**src/rtl/ex_mem_pipe_pkg.sv**
```systemverilog
// Shared opcode and flag-bit constants for the EX/MEM boundary.
// The ALU stage and decode import this same package.
package ex_mem_pipe_pkg;

  localparam logic [3:0] OP_ADD    = 4'b0000;
  localparam logic [3:0] OP_SUB    = 4'b0001;
  localparam logic [3:0] OP_RED    = 4'b0010;
  localparam logic [3:0] OP_XOR    = 4'b0011;
  localparam logic [3:0] OP_SLL    = 4'b0100;
  localparam logic [3:0] OP_SRA    = 4'b0101;
  localparam logic [3:0] OP_ROR    = 4'b0110;
  localparam logic [3:0] OP_PADDSB = 4'b0111;
  localparam logic [3:0] OP_LW     = 4'b1000;
  localparam logic [3:0] OP_SW     = 4'b1001;
  localparam logic [3:0] OP_LHB    = 4'b1010;
  localparam logic [3:0] OP_LLB    = 4'b1011;
  localparam logic [3:0] OP_B      = 4'b1100;
  localparam logic [3:0] OP_BR     = 4'b1101;
  localparam logic [3:0] OP_PCS    = 4'b1110;
  localparam logic [3:0] OP_HLT    = 4'b1111;

  localparam int FLAG_Z = 0;
  localparam int FLAG_V = 1;
  localparam int FLAG_N = 2;

  // Per-bit flag write mask for an opcode.
  function automatic logic [2:0] flag_we_mask(input logic [3:0] op);
    logic [2:0] m;
    m = 3'b000;
    case (op)
      OP_ADD, OP_SUB: begin
        m[FLAG_Z] = 1'b1;
        m[FLAG_V] = 1'b1;
        m[FLAG_N] = 1'b1;
      end
      OP_XOR, OP_SLL, OP_SRA, OP_ROR: m[FLAG_Z] = 1'b1;
      default: m = 3'b000;
    endcase
    return m;
  endfunction

endpackage

```
**src/rtl/ex_mem_pipe_flag_reg.sv**
```systemverilog
// Architectural Z/V/N register with per-bit write enable and a bypass
// output showing the value it will hold after the next edge.
module flag_reg
  import ex_mem_pipe_pkg::*;
(
  input  logic       clk,
  input  logic       rst,
  input  logic [2:0] we,
  input  logic [2:0] din,
  output logic [2:0] flags,
  output logic [2:0] flags_fwd
);

  logic [2:0] flags_d, flags_q;

  always_comb begin
    flags_d = (we & din) | (~we & flags_q);
  end

  always_ff @(posedge clk) begin
    if (rst) flags_q <= 3'b000;
    else     flags_q <= flags_d;
  end

  assign flags     = flags_q;
  assign flags_fwd = flags_d;

endmodule

```
**src/rtl/ex_mem_pipe.sv**
```systemverilog
// EX/MEM pipeline register: latches ALU outputs for MEM, owns the flag
// register and the sticky halt latch.
module ex_mem_pipe
  import ex_mem_pipe_pkg::*;
#(
  parameter int DW = 16,
  parameter int RW = 4
) (
  input  logic          clk,
  input  logic          rst,
  input  logic          stall,
  input  logic          flush,
  input  logic          ex_valid,
  input  logic [3:0]    ex_opcode,
  input  logic [DW-1:0] ex_addr,
  input  logic [DW-1:0] ex_result,
  input  logic [2:0]    ex_flag,
  input  logic [DW-1:0] ex_pc2,
  input  logic [RW-1:0] ex_rd,
  input  logic          ex_reg_write,
  output logic          mem_valid,
  output logic [3:0]    mem_opcode,
  output logic [DW-1:0] mem_addr,
  output logic [DW-1:0] mem_data,
  output logic [RW-1:0] mem_rd,
  output logic          mem_reg_write,
  output logic          mem_read,
  output logic          mem_write,
  output logic [2:0]    flags,
  output logic [2:0]    flags_fwd,
  output logic          halted
);

  logic          acc;
  logic [2:0]    flag_we;
  logic          valid_d, valid_q;
  logic [3:0]    opcode_d, opcode_q;
  logic [DW-1:0] addr_d, addr_q;
  logic [DW-1:0] data_d, data_q;
  logic [RW-1:0] rd_d, rd_q;
  logic          reg_write_d, reg_write_q;
  logic          read_d, read_q;
  logic          write_d, write_q;
  logic          halted_d, halted_q;

  assign acc     = ex_valid & ~flush & ~stall & ~halted_q;
  assign flag_we = acc ? flag_we_mask(ex_opcode) : 3'b000;

  always_comb begin
    valid_d     = valid_q;
    opcode_d    = opcode_q;
    addr_d      = addr_q;
    data_d      = data_q;
    rd_d        = rd_q;
    reg_write_d = reg_write_q;
    read_d      = read_q;
    write_d     = write_q;
    halted_d    = halted_q;
    if (acc) begin
      valid_d     = 1'b1;
      opcode_d    = ex_opcode;
      addr_d      = ex_addr;
      data_d      = (ex_opcode == OP_PCS) ? ex_pc2 : ex_result;
      rd_d        = ex_rd;
      read_d      = (ex_opcode == OP_LW);
      write_d     = (ex_opcode == OP_SW);
      reg_write_d = ex_reg_write & (ex_opcode != OP_SW);
      halted_d    = halted_q | (ex_opcode == OP_HLT);
    end else if (!stall) begin
      // Bubble: kill the control bits, leave the data fields as they were.
      valid_d     = 1'b0;
      reg_write_d = 1'b0;
      read_d      = 1'b0;
      write_d     = 1'b0;
    end
  end

  always_ff @(posedge clk) begin
    if (rst) begin
      valid_q     <= 1'b0;
      opcode_q    <= '0;
      addr_q      <= '0;
      data_q      <= '0;
      rd_q        <= '0;
      reg_write_q <= 1'b0;
      read_q      <= 1'b0;
      write_q     <= 1'b0;
      halted_q    <= 1'b0;
    end else begin
      valid_q     <= valid_d;
      opcode_q    <= opcode_d;
      addr_q      <= addr_d;
      data_q      <= data_d;
      rd_q        <= rd_d;
      reg_write_q <= reg_write_d;
      read_q      <= read_d;
      write_q     <= write_d;
      halted_q    <= halted_d;
    end
  end

  flag_reg u_flag_reg (
    .clk       (clk),
    .rst       (rst),
    .we        (flag_we),
    .din       (ex_flag),
    .flags     (flags),
    .flags_fwd (flags_fwd)
  );

  assign mem_valid     = valid_q;
  assign mem_opcode    = opcode_q;
  assign mem_addr      = addr_q;
  assign mem_data      = data_q;
  assign mem_rd        = rd_q;
  assign mem_reg_write = reg_write_q;
  assign mem_read      = read_q;
  assign mem_write     = write_q;
  assign halted        = halted_q;

endmodule

```
**config.mk**
```make
export PLATFORM = sky130hd
export DESIGN_NAME = ex_mem_pipe
export DESIGN_NICKNAME = d
export VERILOG_FILES = /design/src/rtl/ex_mem_pipe_pkg.sv /design/src/rtl/ex_mem_pipe_flag_reg.sv /design/src/rtl/ex_mem_pipe.sv
export SDC_FILE = /design/constraint.sdc
export NUM_CORES = 1
export LEC_CHECK = 0
export CORE_AREA = 2 2 74 48
export CTS_BUF_LIST = sky130_fd_sc_hd__clkbuf_4 sky130_fd_sc_hd__clkbuf_8 sky130_fd_sc_hd__clkbuf_16
export DETAILED_ROUTE_END_ITERATION = 7
export DIE_AREA = 0 0 76 50
export DONT_BUFFER_PORTS = 1
export MAX_ROUTING_LAYER = met4
export PLACE_DENSITY = 0.79
export SLEW_MARGIN = 20
export SYNTH_ARGS = -nofsm -noshare
export SYNTH_HDL_FRONTEND = slang
export SYNTH_SLANG_ARGS = --single-unit
```
**constraint.sdc**
```tcl
create_clock -name clk -period 2.8 [get_ports clk]
set_clock_uncertainty 0.1 [all_clocks]
set_input_delay 0.14 -clock clk [delete_from_list [all_inputs] [get_ports clk]]
set_output_delay 0.14 -clock clk [all_outputs]
set_load 0.01 [all_outputs]
```
==> metrics.txt <==
pwr dens=529 nW/um2; Die ar.=3800 um2; status=finished clean; Final Max Slew Viols=0; Starting Density=62.7%; worst-path cell with the longest stage delay=or4b_4; total negative slack=0 ps; P_leak=1.04 nW; number of buffer and inverter stages on the critical path=1; share of the synthesized area in the top cell type=49.4%; port buffer count=0; total gr overflow=0; Placement Rows=16; top layer in use=met4; final setup violation count=0; router iterations before antenna repair=5; main area contributors after synthesis=dfxtp_1, nand2_1, a21oi_1, a311oi_1, nor2_1; post-synth design cell area=1940 um2; clock tree from TritonCTS=built; Critical Setup Path Class=reg2reg; Iter 0 DRT Violations=129; Crit Path Max Fanout=29; overall die width=76 um; period utilization=89.4%; fraction of layout instances using a drive strength above 1=5.44%; FF+latch count, synth=48; routed wire length per instance=19.1 um; final hold violation count=0; detailed-route DRC error count=0; crit path launch type=register; half-perimeter wire length after placement=3030 um; first-pass GRT wire length=10300 um; Skew-Pair Late Insertion Delay=300 ps; number of enable flip-flop cells after synthesis=0; transition time of the tightest slew-check pin=734 ps; minimum clock period after layout=2500 ps; share of the yosys chip area belonging to registers=49.4%; cell with the most instances after synthesis=nand2_1; Cell Count Post-Placement=266; via count=1988; clock tree root driver cell=clkbuf_8; post-CTS clock slew at the launch and capture registers of the worst setup and hold paths=90 ps; number of buffers on the longest clock path=2; pin count of the biggest net entering global routing=52; Mean Syn Cell Area=8.20 um2; Clock Sinks=48; endpoint arrival time on the critical path=2640 ps; weighted congestion at the end of routability-driven global placement=0.686; synthesized net count=302; area delta synth->final=40.5%; capturing element type of the critical path=register; Peak VDD IR=0.498 mV; largest area contributor in the netlist=dfxtp_1; cell count after synthesis=237; dominant delay contributor by cell family on the critical path=simple AND/OR/NAND/NOR gates; overall routing resource usage=36.4%; post-route insts no fill=339; layout net count=358; WL met1=2500 um; Max Freq=400 MHz; maximum capacitance violations=0; wire length on met2=3190 um; antenna violations before repair=0; unrepaired setup endpoints after global routing=false; die span in y=50 um; number of routed nets with antenna violations=0; number of warning messages in the yosys log=0; headroom to the max-slew limit=50.8%; Worst Hold Class=in2reg; Core ar.=3100 um2; stage delay of the slowest cell on the critical path=760 ps; total met3 wirelength after detailed routing=574 um; post-synthesis async set-or-reset flop share=0%; Synth Flop Type=dfxtp_1; post-CTS setup buffer count=0; number of global-route vias before repair=2064; chain of cells forming the critical path=or4b_4 > nor4_4 > mux2i_1 > dlygate4sd3_1; number of top-level design ports=116; CP Data Required Time=2940 ps; antenna diode count=0; number of distinct standard cells referenced by the synthesized netlist=25; Max H-tree Level=2; routed via count divided by cell count=5.86; total CTS buffers=5; post-detailed-routing wire length=6490 um; top cells by count, synth=nand2_1, dfxtp_1, a21oi_1
## tightest hold or removal path: stages
cell	delay, ps
or3b_2	120
or3_1	100
a21oi_1	50
## cell type report
cell class / instances / area [um2]
well taps: 45 / 56.3
clock inverters: 1 / 30.0
fillers: 155 / 372
flip-flops and latches: 48 / 961
inverters: 1 / 3.75
clock buffers: 7 / 96.3
repair buffers: 67 / 676
multi-input cells: 170 / 908
## cells by family after synthesis
family / synth area share [%]
AO/OA/AOI/OAI: 16.2
AND/OR/NAND/NOR: 26.4
buffers and inverters: 4.31
XOR/XNOR: 0.451
flip-flops: 49.4
multiplexers: 3.28
## sequential cells by signal, indices dropped and copies added, names as in the netlist
signal and flops:
mem_data 16, mem_opcode 4, u_flag_reg.flags 3, halted 1, mem_read 1, mem_reg_write 1
mem_rd 4, mem_write 1, mem_valid 1, mem_addr 16
## worst paths after layout
path | cells after the start | slack [ps] | from | endpoint
hold reg to reg | 2 | 410 | mem_opcode[1] | mem_opcode[1]
setup / recovery | 4 | 300 | halted | u_flag_reg.flags[1]
setup reg to reg | 4 | 300 | halted | u_flag_reg.flags[1]
hold / removal | 3 | 50 | ex_opcode[2] | mem_write
## routing by layer
metal / GRT usage (%) / vias to the layer above
met5: - / -
met2: 61.6 / 109
met1: 37.8 / 942
li1: - / 910
met4: 17.0 / 0
met3: 15.0 / 27
## stage by stage
step	util, %	setup WS (ps)	hold WS [ps]	area [um2]	total power, mW
2_1_floorplan	-	881	176	1940	0.819
3_5_place_dp	62.7	693	115	1940	0.824
5_1_grt	88.0	232	61.4	2730	1.48
3_3_place_gp	62.7	699	114	1940	0.821
4_1_cts	88.0	356	40.2	2730	1.44
6_report	88.0	297	50.0	2730	1.45
## cells in the final DEF, fill, tap and decap left out
master	count
mux2_1	3
buf_12	1
dfxtp_1	48
nand2_1	84
a211oi_4	1
clkbuf_8	7
and4b_1	1
dlygate4sd3_1	64
nand4b_1	1
or4b_4	1
bufinv_16	1
nor2_1	17
xnor2_1	1
a311oi_1	16
nor4_4	1
nor4b_4	1
and3_1	1
buf_4	2
or3b_2	1
nand2b_1	6
inv_1	1
a21oi_1	28
mux2i_1	3
or3_1	2
o211ai_1	1
a31oi_1	1
## where the power goes
part | switching [mW] | leakage (nW) | internal [mW]
clock | 0.228 | 0.0645 | 0.315
combinational | 0.0769 | 0.582 | 0.0897
sequential | 0.0297 | 0.391 | 0.707
## timing repair
action / 4_1_cts / 5_1_grt
hold endpoints to repair: 48 / 0
gates resized for setup: 0 / 0
hold buffers: 65 / 0
No activity file was read; power rests on OpenSTA's default activity.
